[src/rtl/axi_sram_slave.sv]
// AXI4 slave terminating one interconnect port on a single-port synchronous SRAM.
// Optional macro SLV_WR_PRIO_EN: write address wins over read address when both arrive in IDLE.

`ifndef AXI_IDS_BITS
`define AXI_IDS_BITS 8
`endif
`ifndef AXI_DATA_BITS
`define AXI_DATA_BITS 32
`endif

module axi_sram_slave #(
  parameter int SRAM_AW = 14,
  parameter int DATA_W  = `AXI_DATA_BITS
) (
  input  logic                     clk,
  input  logic                     rst,
  // read address
  input  logic [`AXI_IDS_BITS-1:0] ARID,
  input  logic [31:0]              ARADDR,
  input  logic [3:0]               ARLEN,
  input  logic [2:0]               ARSIZE,
  input  logic [1:0]               ARBURST,
  input  logic                     ARVALID,
  output logic                     ARREADY,
  // read data
  output logic [`AXI_IDS_BITS-1:0] RID,
  output logic [DATA_W-1:0]        RDATA,
  output logic [1:0]               RRESP,
  output logic                     RLAST,
  output logic                     RVALID,
  input  logic                     RREADY,
  // write address
  input  logic [`AXI_IDS_BITS-1:0] AWID,
  input  logic [31:0]              AWADDR,
  input  logic [3:0]               AWLEN,
  input  logic [2:0]               AWSIZE,
  input  logic [1:0]               AWBURST,
  input  logic                     AWVALID,
  output logic                     AWREADY,
  // write data
  input  logic [DATA_W-1:0]        WDATA,
  input  logic [DATA_W/8-1:0]      WSTRB,
  input  logic                     WLAST,
  input  logic                     WVALID,
  output logic                     WREADY,
  // write response
  output logic [`AXI_IDS_BITS-1:0] BID,
  output logic [1:0]               BRESP,
  output logic                     BVALID,
  input  logic                     BREADY,
  // SRAM macro
  output logic                     CS,
  output logic                     OE,
  output logic [DATA_W-1:0]        WEB,
  output logic [SRAM_AW-1:0]       A,
  output logic [DATA_W-1:0]        DI,
  input  logic [DATA_W-1:0]        DO
);

  typedef enum logic [2:0] {IDLE, RD_ISSUE, RD_DATA, WR_DATA, WR_RESP} state_t;

  state_t                   state;
  logic [`AXI_IDS_BITS-1:0] id;
  logic [SRAM_AW-1:0]       addr;
  logic [3:0]               len;
  logic [3:0]               cnt;
  logic                     err;
  logic                     last_beat;
  logic                     ar_hs;
  logic                     aw_hs;

  // Burst type and size are not decoded: every burst is INCR with 4-byte beats.
  logic unused;
  assign unused = ^{ARSIZE, ARBURST, AWSIZE, AWBURST,
                    ARADDR[31:SRAM_AW+2], ARADDR[1:0],
                    AWADDR[31:SRAM_AW+2], AWADDR[1:0]};

  assign last_beat = (cnt == len);
  assign ar_hs     = ARVALID & ARREADY;
  assign aw_hs     = AWVALID & AWREADY;

  always_ff @(posedge clk) begin
    if (rst) begin
      state <= IDLE;
      id    <= '0;
      addr  <= '0;
      len   <= '0;
      cnt   <= '0;
      err   <= 1'b0;
    end else begin
      case (state)
        IDLE: begin
          if (ar_hs) begin
            id    <= ARID;
            addr  <= ARADDR[SRAM_AW+1:2];
            len   <= ARLEN;
            cnt   <= '0;
            state <= RD_ISSUE;
          end else if (aw_hs) begin
            id    <= AWID;
            addr  <= AWADDR[SRAM_AW+1:2];
            len   <= AWLEN;
            cnt   <= '0;
            err   <= 1'b0;
            state <= WR_DATA;
          end
        end
        RD_ISSUE: state <= RD_DATA;
        RD_DATA: begin
          if (RREADY) begin
            if (last_beat) begin
              state <= IDLE;
            end else begin
              cnt   <= cnt + 4'd1;
              addr  <= addr + SRAM_AW'(1);
              state <= RD_ISSUE;
            end
          end
        end
        WR_DATA: begin
          if (WVALID) begin
            // An early WLAST or a missing one both close the burst and flag SLVERR.
            if (WLAST || last_beat) begin
              err   <= (WLAST != last_beat);
              state <= WR_RESP;
            end else begin
              cnt  <= cnt + 4'd1;
              addr <= addr + SRAM_AW'(1);
            end
          end
        end
        WR_RESP: if (BREADY) state <= IDLE;
        default: state <= IDLE;
      endcase
    end
  end

  always_comb begin
    ARREADY = 1'b0;
    AWREADY = 1'b0;
    RVALID  = 1'b0;
    RLAST   = 1'b0;
    WREADY  = 1'b0;
    BVALID  = 1'b0;
    BRESP   = 2'b00;
    CS      = 1'b0;
    OE      = 1'b0;
    WEB     = '1;
    DI      = '0;
    case (state)
      IDLE: begin
`ifdef SLV_WR_PRIO_EN
        ARREADY = ~AWVALID;
        AWREADY = 1'b1;
`else
        ARREADY = 1'b1;
        AWREADY = ~ARVALID;
`endif
      end
      RD_ISSUE: begin
        CS = 1'b1;
        OE = 1'b1;
      end
      // CS stays low here so DO holds the beat while RREADY is stalled.
      RD_DATA: begin
        RVALID = 1'b1;
        RLAST  = last_beat;
      end
      WR_DATA: begin
        WREADY = 1'b1;
        if (WVALID) begin
          CS = 1'b1;
          DI = WDATA;
          for (int i = 0; i < DATA_W/8; i++) WEB[8*i +: 8] = {8{~WSTRB[i]}};
        end
      end
      WR_RESP: begin
        BVALID = 1'b1;
        BRESP  = err ? 2'b10 : 2'b00;
      end
      default: ;
    endcase
  end

  assign RDATA = DO;
  assign RRESP = 2'b00;
  assign RID   = id;
  assign BID   = id;
  assign A     = addr;

endmodule

[config.mk]
export PLATFORM = sky130hd
export DESIGN_NAME = axi_sram_slave
export DESIGN_NICKNAME = d
export VERILOG_FILES = /design/src/rtl/axi_sram_slave.sv
export SDC_FILE = /design/constraint.sdc
export NUM_CORES = 1
export LEC_CHECK = 0
export CORE_AREA = 5 5 119 121
export CTS_BUF_LIST = sky130_fd_sc_hd__clkbuf_4 sky130_fd_sc_hd__clkbuf_8
export CTS_CLUSTER_SIZE = 10
export DETAILED_ROUTE_END_ITERATION = 8
export DIE_AREA = 0 0 124 126
export PLACE_DENSITY = 0.73
export SYNTH_ARGS = -nofsm -noshare
export SYNTH_HDL_FRONTEND = slang
export SYNTH_SLANG_ARGS = --single-unit
[constraint.sdc]
create_clock -name clk -period 3.05 [get_ports clk]
set_input_delay 0.4575 -clock clk [delete_from_list [all_inputs] [get_ports clk]]
set_output_delay 0.4575 -clock clk [all_outputs]
set_load 0.01 [all_outputs]
==> results.cfg <==
[cts]
cts_hold_buf = 0
worstSkewPairLatency_ns = 0.29
clock_sinks = 34
clk_pin_slew_ns = 0.07
cts_setup_buffers = 0
cts_tree = built
cts-root-buf = clkbuf_8
h-tree-depth = 2
cts_buffers = 5
cts_buffer_depth = 2
cts_resized = 0

[pwr]
internal_power_mw = 1.85
ir_drop_v = 0.000367
leakagePower_nw = 1.68
combinationalPowerShare_pct = 64.9
powerDensity_nw_per_um2 = 710
switchingPower_mw = 1.47
switching_share_pct = 44.2
seqPwrFrac_pct = 24.5
p_clk_share_pct = 10.6
power_mw = 3.32

[setup_path]
r2r-end = cnt[3]
reg2reg_from = cnt[0]
path_class = in2out
crit_end = WEB[9]
r2r_setup_slack_ns = 0.49
required_ns = 2.59
arrival_ns = 2.24
end_kind = output port
startpoint_type = primary input
cp_max_fo = 36
timing.critical_path.from = WVALID
reg2reg_depth = 9

[global_route]
grt_pass1_wl_um = 16000
antenna_found_initial = 0
grt_max_degree = 37
grt_use_total_pct = 12.7
overflow = 0
grt_pass1_vias = 3156

[synth]
synth-seq-area-share_pct = 23.4
ys.flop_type = dfxtp_1
synth_warnings = 0
async_flop_share_pct = 0
synth_cell_types = 49
syn_area_per_cell_um2 = 7.29
synth-seq-cells = 34
syn_area_um2 = 2910
synth_edf_count = 0
syn-instance-count = 399

[timing]
period_minus_slack_ns = 2.69
fin_crit_sh_pct = 88.3
tightest_slew_ns = 1.02
timing.fmax_mhz = 371
finalSetupViolations = 0
maxSlewHeadroom_pct = 31.5
maxSlewViolCount = 0
rsz0062_at_grt = no
setup_tns_ns = 0
hold_viol_final = 0
whs_ns = 0.489
finalClockSkew_ns = 0.00809
postLayoutSetupSlackWorst_ns = 0.357

[drt]
wl_per_cell_um = 15.4
dr.pass1.iters = 4
ant_nets = 0
wl_um = 10700
via_per_inst = 4.57
vias = 3182
drtIter0Drc = 140
drc = 0

[hold_path]
hold_path_class = reg2reg

[final_layout]
area_growth_pct = 61.0
insertedDiodeCount = 0
final_nets = 697
drive_above_1_share_pct = 5.95
postLayoutCellArea_um2 = 4680

[floorplanning]
rows = 42
initial_core_util_pct = 22.4
fp.dieH_um = 126
fp.dieW_um = 124
dieArea_um2 = 15600
io_pins = 312
core_um2 = 13000

[placement]
io_buffers = 198
dp_hpwl_um = 8470
gp_congestion = 0.751
preCtsSetupSlack_ns = 0.137
dpl_cell_area_um2 = 4580

[status]
status = finished clean

[flow_run]
cap_viol_max_count = 0
[layout by cell type (no fill, tap or decap), types with 4 or more instances in the layout]
cell type        netlist  layout
mux2i_1                4       4
nor2b_1                5       5
nand3_1               10      10
clkbuf_8               0       6
clkdlybuf4s50_1        0     198
and2_1                37      37
inv_1                  7       7
a21oi_1               40      40
xnor2_1                4       4
o21ai_0               30      30
buf_4                 74      11
dfxtp_1               34      34
a31oi_1                5       5
nor2_1                12      12
o221ai_1              13      13
nand2_1               42      42
nor3_1                10      10
[stage by stage]
stage,std cells,utilization [%]
2_1_floorplan,401,-
3_3_place_gp,689,35.3
3_5_place_dp,689,35.3
4_1_cts,697,36.0
5_1_grt,697,36.1
6_report,697,36.1
[kinds of logic after synthesis]
kind of cell	share of synthesized area, %
buffers and inverters	23.3
adder cells (fa/ha/maj)	1.29
AND/OR/NAND/NOR	26.3
multiplexers	1.89
XOR/XNOR	1.20
flip-flops	23.4
AO/OA/AOI/OAI	22.5
other	0.129
[critical path, stage by stage]
cell and delay [ns]:
clkdlybuf4s50_1 0.55, and3_1 0.28, buf_12 0.20, nand2_1 0.20, clkdlybuf4s50_1 0.54
[sequential cells by signal, summed over array words and instances, names as in the netlist]
signal / count
A: 14
cnt: 4
BID: 8
err: 1
len: 4
state: 3
[Yosys cell counts (2+ instances only)]
master,count,share of area (%)
dfxtp_1,34,23
xnor2_1,4,1.2
and4_1,3,0.90
clkbuf_1,17,2.2
nand4_1,3,0.65
nor3_1,10,1.7
buf_4,74,19
a211oi_1,3,0.77
mux2i_1,4,1.4
o221ai_1,13,3.9
nand2b_1,2,0.43
buf_2,4,0.69
nor3b_1,2,0.52
ha_1,3,1.3
inv_1,7,0.90
and2_1,37,8.0
nor2b_1,5,1.1
nand2_1,42,5.4
o21a_1,2,0.52
nor4_1,3,0.65
nor2_1,12,1.5
nand3_1,10,1.7
o21ai_0,30,5.2
or3_1,3,0.65
a31oi_1,5,1.1
a21oi_1,40,6.9
o21ai_1,3,0.52
buf_1,3,0.39
[power by group through the flow]
| stage | clock, mW | combinational (mW) | sequential, mW |
|---|---|---|---|
| global route | 0.379 | 2.37 | 0.843 |
| detailed placement | 0 | 2.15 | 0.817 |
| CTS | 0.360 | 2.16 | 0.811 |
| finish | 0.353 | 2.16 | 0.813 |
| global placement | 0 | 2.11 | 0.805 |
| floorplan | 0 | 1.29 | 0.815 |
[worst min path at each step]
| stage | slack (ns) | to | cells after the start | start |
|---|---|---|---|---|
| 3_3_place_gp | 0.48 | len[1] | 2 | len[1] |
| 6_report | 0.49 | len[3] | 2 | len[3] |
| 5_1_grt | 0.53 | len[1] | 2 | len[1] |
| 2_1_floorplan | 0.46 | len[0] | 2 | len[0] |
| 3_5_place_dp | 0.48 | len[3] | 2 | len[3] |
| 4_1_cts | 0.49 | len[3] | 2 | len[3] |
[per-layer routing]
metal	GRT usage (%)	routed length, µm
met2	21.6	5110
met4	3.54	174
met3	3.77	1080
met5	0	0
met1	15.4	4380
[area by class of cell]
class / instances / area, µm²
clock buffer: 6 / 82.6
clock inverter: 2 / 12.5
fill: 1361 / 8300
inverter: 7 / 26.3
multi-input combinational: 262 / 1570
sequential: 34 / 681
tap: 176 / 220
timing repair buffer: 210 / 2080
Power figures use the tool's default switching activity.
